<file path="src/rtl/dmem_arbiter_pkg.sv">
// Shared definitions for the dataMemory arbiter slice.
//   - FSM state encoding (Idle / Access)
//   - port index constants for the CPU load/store port and the auxiliary master
//   - default dataMemory depth in 32-bit words
package dmem_arbiter_pkg;

    typedef enum logic {
        StIdle   = 1'b0,
        StAccess = 1'b1
    } arbState_e;

    localparam logic PORT_CPU = 1'b0;
    localparam logic PORT_AUX = 1'b1;

    localparam int unsigned MEM_DEPTH_DEFAULT = 64;

endpackage

</file>
<file path="src/rtl/dmem_arbiter_rr_arb2.sv">
// Two-way round-robin winner selection (purely combinational).
// Ports:
//   req0, req1  - pending requests from port 0 / port 1
//   lastGrant   - port served by the most recent access
//   winner      - port to serve next (only meaningful when anyReq is high)
//   anyReq      - at least one request is pending
module rr_arb2
    import dmem_arbiter_pkg::*;
(
    input  logic req0,
    input  logic req1,
    input  logic lastGrant,
    output logic winner,
    output logic anyReq
);

    always_comb begin
        anyReq = req0 | req1;
        if (req0 && req1) begin
            // On a tie, the port that was not served last time goes first.
            winner = ~lastGrant;
        end else if (req1) begin
            winner = PORT_AUX;
        end else begin
            winner = PORT_CPU;
        end
    end

endmodule

</file>
<file path="src/rtl/dmem_arbiter.sv">
// Two-port arbiter/sequencer in front of the single-ported dataMemory.
// Each access takes two cycles: Idle (select and latch a request) then Access
// (drive the memory for one cycle, capture the result). done/rdata/err appear in
// the cycle after Access.
// Ports:
//   clk, reset                 - clock, synchronous active-high reset
//   req*/we*/addr*/wdata*      - per-port request (held until gnt)
//   gnt*                       - high during the Access cycle serving that port
//   done*/rdata*/err*          - one-cycle completion pulse, read data, range error
//   memAddress/memWriteData/
//   memWrite/memRead           - dataMemory control, driven only during Access
//   memReadData                - dataMemory read data
module dmem_arbiter
    import dmem_arbiter_pkg::*;
#(
    parameter int unsigned MEM_DEPTH = MEM_DEPTH_DEFAULT,
    parameter int unsigned ADDR_W    = 32
) (
    input  logic              clk,
    input  logic              reset,
    input  logic              req0,
    input  logic              req1,
    input  logic              we0,
    input  logic              we1,
    input  logic [ADDR_W-1:0] addr0,
    input  logic [ADDR_W-1:0] addr1,
    input  logic [31:0]       wdata0,
    input  logic [31:0]       wdata1,
    output logic              gnt0,
    output logic              gnt1,
    output logic              done0,
    output logic              done1,
    output logic [31:0]       rdata0,
    output logic [31:0]       rdata1,
    output logic              err0,
    output logic              err1,
    output logic [ADDR_W-1:0] memAddress,
    output logic [31:0]       memWriteData,
    output logic              memWrite,
    output logic              memRead,
    input  logic [31:0]       memReadData
);

    // The memory rejects the top word, so valid indices are 0..MEM_DEPTH-2.
    // Compared at the full address width so upper bits can never alias.
    localparam logic [ADDR_W-1:0] WordLimit = ADDR_W'(MEM_DEPTH - 1);

    arbState_e         stateQ, stateD;
    logic              winnerQ, winnerD;
    logic              lastGrantQ, lastGrantD;
    logic              weQ, weD;
    logic [ADDR_W-1:0] addrQ, addrD;
    logic [31:0]       wdataQ, wdataD;
    logic              done0Q, done0D, done1Q, done1D;
    logic              err0Q, err0D, err1Q, err1D;
    logic [31:0]       rdata0Q, rdata0D, rdata1Q, rdata1D;

    logic winner;
    logic anyReq;
    logic inRange;

    rr_arb2 uArb (
        .req0      (req0),
        .req1      (req1),
        .lastGrant (lastGrantQ),
        .winner    (winner),
        .anyReq    (anyReq)
    );

    assign inRange = (addrQ < WordLimit);

    always_ff @(posedge clk) begin
        if (reset) begin
            stateQ     <= StIdle;
            winnerQ    <= PORT_CPU;
            lastGrantQ <= PORT_AUX;
            weQ        <= 1'b0;
            addrQ      <= '0;
            wdataQ     <= '0;
            done0Q     <= 1'b0;
            done1Q     <= 1'b0;
            err0Q      <= 1'b0;
            err1Q      <= 1'b0;
            rdata0Q    <= '0;
            rdata1Q    <= '0;
        end else begin
            stateQ     <= stateD;
            winnerQ    <= winnerD;
            lastGrantQ <= lastGrantD;
            weQ        <= weD;
            addrQ      <= addrD;
            wdataQ     <= wdataD;
            done0Q     <= done0D;
            done1Q     <= done1D;
            err0Q      <= err0D;
            err1Q      <= err1D;
            rdata0Q    <= rdata0D;
            rdata1Q    <= rdata1D;
        end
    end

    always_comb begin
        stateD       = stateQ;
        winnerD      = winnerQ;
        lastGrantD   = lastGrantQ;
        weD          = weQ;
        addrD        = addrQ;
        wdataD       = wdataQ;
        done0D       = 1'b0;
        done1D       = 1'b0;
        err0D        = err0Q;
        err1D        = err1Q;
        rdata0D      = rdata0Q;
        rdata1D      = rdata1Q;
        gnt0         = 1'b0;
        gnt1         = 1'b0;
        memAddress   = '0;
        memWriteData = '0;
        memWrite     = 1'b0;
        memRead      = 1'b0;

        unique case (stateQ)
            StIdle: begin
                if (anyReq) begin
                    stateD     = StAccess;
                    winnerD    = winner;
                    lastGrantD = winner;
                    if (winner == PORT_AUX) begin
                        weD    = we1;
                        addrD  = addr1;
                        wdataD = wdata1;
                    end else begin
                        weD    = we0;
                        addrD  = addr0;
                        wdataD = wdata0;
                    end
                end
            end

            StAccess: begin
                stateD       = StIdle;
                memAddress   = addrQ;
                memWriteData = wdataQ;
                // Reset gates the write strobe directly: the memory commits on the
                // negedge inside this cycle, before the reset edge takes effect.
                memWrite     = weQ & inRange & ~reset;
                memRead      = ~weQ & inRange;
                if (winnerQ == PORT_AUX) begin
                    gnt1   = 1'b1;
                    done1D = 1'b1;
                    err1D  = ~inRange;
                    if (!inRange) begin
                        rdata1D = '0;
                    end else if (!weQ) begin
                        rdata1D = memReadData;
                    end
                end else begin
                    gnt0   = 1'b1;
                    done0D = 1'b1;
                    err0D  = ~inRange;
                    if (!inRange) begin
                        rdata0D = '0;
                    end else if (!weQ) begin
                        rdata0D = memReadData;
                    end
                end
            end

            default: stateD = StIdle;
        endcase
    end

    assign done0  = done0Q;
    assign done1  = done1Q;
    assign err0   = err0Q;
    assign err1   = err1Q;
    assign rdata0 = rdata0Q;
    assign rdata1 = rdata1Q;

endmodule

</file>
<file path="config.mk">
export PLATFORM = sky130hd
export DESIGN_NAME = dmem_arbiter
export DESIGN_NICKNAME = d
export VERILOG_FILES = /design/src/rtl/dmem_arbiter_pkg.sv /design/src/rtl/dmem_arbiter_rr_arb2.sv /design/src/rtl/dmem_arbiter.sv
export SDC_FILE = /design/constraint.sdc
export NUM_CORES = 1
export LEC_CHECK = 0
export ABC_AREA = 1
export BUFFER_PORTS_ARGS = -buffer_cell sky130_fd_sc_hd__buf_4
export CORE_MARGIN = 2
export CORE_UTILIZATION = 47
export DETAILED_ROUTE_END_ITERATION = 6
export PLACE_DENSITY = 0.79
export SYNTH_ARGS = -nofsm -noshare
export SYNTH_HDL_FRONTEND = slang
export SYNTH_HIERARCHICAL = 1
export SYNTH_SLANG_ARGS = --single-unit
export TNS_END_PERCENT = 100
</file>
<file path="constraint.sdc">
create_clock -name clk -period 2 [get_ports clk]
set_input_delay 0.3 -clock clk [delete_from_list [all_inputs] [get_ports clk]]
set_output_delay 0.3 -clock clk [all_outputs]
set_load 0.02 [all_outputs]
</file>
==> results.yml <==
run_status:
  status: "finished with violations"
  failed_checks: "design-rule violations"
route:
  viasPerCell: 5.35
  drc: 7
  first_pass_iters: 7
  num_vias: 7556
  drt_iter0_markers: 743
  ant_nets: 0
  wl_um: 22500
  wl_per_cell_um: 15.9
floorplanning:
  core_um2: 13300
  die_x_um: 121
  start_util: 0.481
  die_area_um2: 14600
  ios: 302
  num_rows: 42
  die_h_um: 121
synth:
  synth_edf_count: 0
  synth_fp_nets: 1125
  synth.top_cells.by_count: "nand2_1 (204), a21oi_1 (194), dfxtp_1 (136)"
  synth_cells: 959
  ys_ff_latch: 136
  yosys-top-cells-area: "dfxtp_1 (43%), a21oi_1 (15%), nand2_1 (12%), nand3_1 (5.4%), nor2_1 (5.1%)"
  async_flop_share: 0
  yosysSeqAreaShare: 0.425
  avgSynthCellArea_um2: 6.67
  synth.most_common_cell: "nand2_1"
  netlist_area_um2: 6400
  yosys_most_used_dff: "dfxtp_1"
  yosysTopAreaCellShare: 0.425
  synth_top_area_cell: "dfxtp_1"
  yosys_warnings: 6
  yosysUniqueCellTypes: 18
timing:
  fmax_mhz: 518
  fin_ws_ns: 0.0709
  drv_slew: 0
  relSlewSlack: 0.684
  rsz0062_at_grt: "true"
  setup_viol: 0
  worst_slew_pin_slew_ns: 0.474
  finClkSkew_ns: 0.00716
  hold_ws_ns: 0.133
  post-route-period-util: 0.965
  fin_crit_ns: 1.93
  finalHoldViolations: 0
  setup_tns_ns: 0
grt:
  grt_pass1_vias: 6720
  grt_overflow: 0
  track_usage: 0.300
  grt_first_pass_wirelength_um: 34600
  grt_antenna_before_repair: 0
  grt_start_max_net_pins: 82
final_layout:
  drive_gt1_frac: 0.316
  diodes: 0
  nets: 1391
  final_util: 0.724
  syn_to_final_growth_pct: 50.4
clock_tree:
  clk_latency_ns: 0.42
  cts_tree: "built"
  cts_sinks: 136
  cts.clk_slew.worst_paths_ns: 0.06
  cts_buffers: 17
  htreeDepth: 4
  cts_root_buffer: "clkbuf_16"
  clock_path_buffers: 2
min_path:
  hold_path_class: "input port to register"
  whs_path_depth: 3
placed_design:
  dp_hpwl_um: 14800
  dp_slack_ns: 0.102
  portBuffers: 301
  routabilityCongestion: 0.917
critical_path:
  worst_setup_path_end_kind: "output pin"
  r2r-end: "rdata1[13]"
  endpoint: "memWrite"
  crit_type: "register to output pin"
  rrSetupSlack_ns: 0.23
  critPathLaunch: "addrQ[19]"
  r2r-start: "addrQ[2]"
  crit_fanout: 3
  start_kind: "register"
  crit_required_ns: 1.70
  worstPathArrival_ns: 1.63
  worst-r2r-cell-count: 12
power_and_ir_drop:
  finalPower_mw: 8.11
  p_leak_nw: 4.95
  worst_ir_drop_vdd_v: 0.000483
  p_per_area_nw_per_um2: 842
flow_run:
  maxCapViolCount: 0
-- final cells by class --
cell class	count	area, um^2
Clock buffer	22	454
Clock inverter	9	173
Fill cell	1142	3670
Inverter	75	283
Multi-Input combinational cell	661	3090
Sequential cell	136	2730
Tap cell	176	220
Timing Repair Buffer	334	2670
-- critical path, stage by stage (launching register included) --
cell and delay [ns]:
dfxtp_2 0.33, nor2_2 0.12, nand3_2 0.11, nor2_4 0.17
buf_12 0.12, nand3_4 0.08, nor3_4 0.14, buf_6 0.14
-- sequential cells by signal, indices dropped and copies added, names as in the netlist --
name / cells
addrQ: 32
rdata0: 32
rdata1: 32
wdataQ: 32
done0: 1
done1: 1
err0: 1
err1: 1
lastGrantQ: 1
stateQ: 1
weQ: 1
winnerQ: 1
-- logic make-up after synthesis --
family	count (synthesis)	share of synthesized area
AND/OR/NAND/NOR	399	0.262
flip-flops	136	0.425
buffers and inverters	162	0.107
AO/OA/AOI/OAI	262	0.205
-- where the power goes --
group | leakage, nW | internal [mW] | total, mW | switching [mW]
registers | 1.12 | 2.93 | 3.07 | 0.137
clock network | 0.304 | 2.23 | 3.36 | 1.13
logic | 3.52 | 0.743 | 1.68 | 0.933
total | 4.95 | 5.90 | 8.11 | 2.20
-- placed cells by master, fill, tap and decap left out, types with 3 or more instances in the layout --
cell type and count:
bufinv_16 5, clkbuf_1 4, buf_4 322, a21oi_1 193, buf_12 9, clkbuf_16 17, nand2_1 202, nand3_1 65
nor2_1 80, nor2_2 6, o21ai_0 63, nand4_1 33, dfxtp_2 8, nand3_2 3, nor2_4 4, o21ai_1 4
clkinv_2 4, inv_1 72, dfxtp_1 128
-- per-stage QoR --
stage,instances,area (um^2)
3_5_place_dp,1370,8770
6_report,1413,9630
5_1_grt,1413,9630
2_1_floorplan,959,6400
4_1_cts,1409,9570
3_3_place_gp,1370,8770
-- worst min-delay path by stage --
stage                     from    endpoint
finish              wdata0[11]  wdataQ[11]
global route        wdata0[28]  wdataQ[28]
CTS                  wdata0[1]   wdataQ[1]
detailed placement   rdata0[3]   rdata0[3]
global placement    rdata1[21]  rdata1[21]
floorplan            addr0[10]   addrQ[10]
-- what timing repair did --
item,CTS,global route
gates cloned,2,0
hold buffers,0,0
pin swaps,11,7
resized for setup,16,10
endpoints found under the setup margin,2,65
setup buffers,6,4
hold endpoints to repair,0,0
-- metal layers --
layer / vias up / share of wire / global-route usage
met1: 3430 / 0.38 / 0.370
met2: 400 / 0.49 / 0.501
li1: 3683 / - / -
met3: 43 / 0.10 / 0.0811
met5: - / 0 / 0
met4: 0 / 0.024 / 0.108
Note: power is estimated with default switching activity, not from simulation.
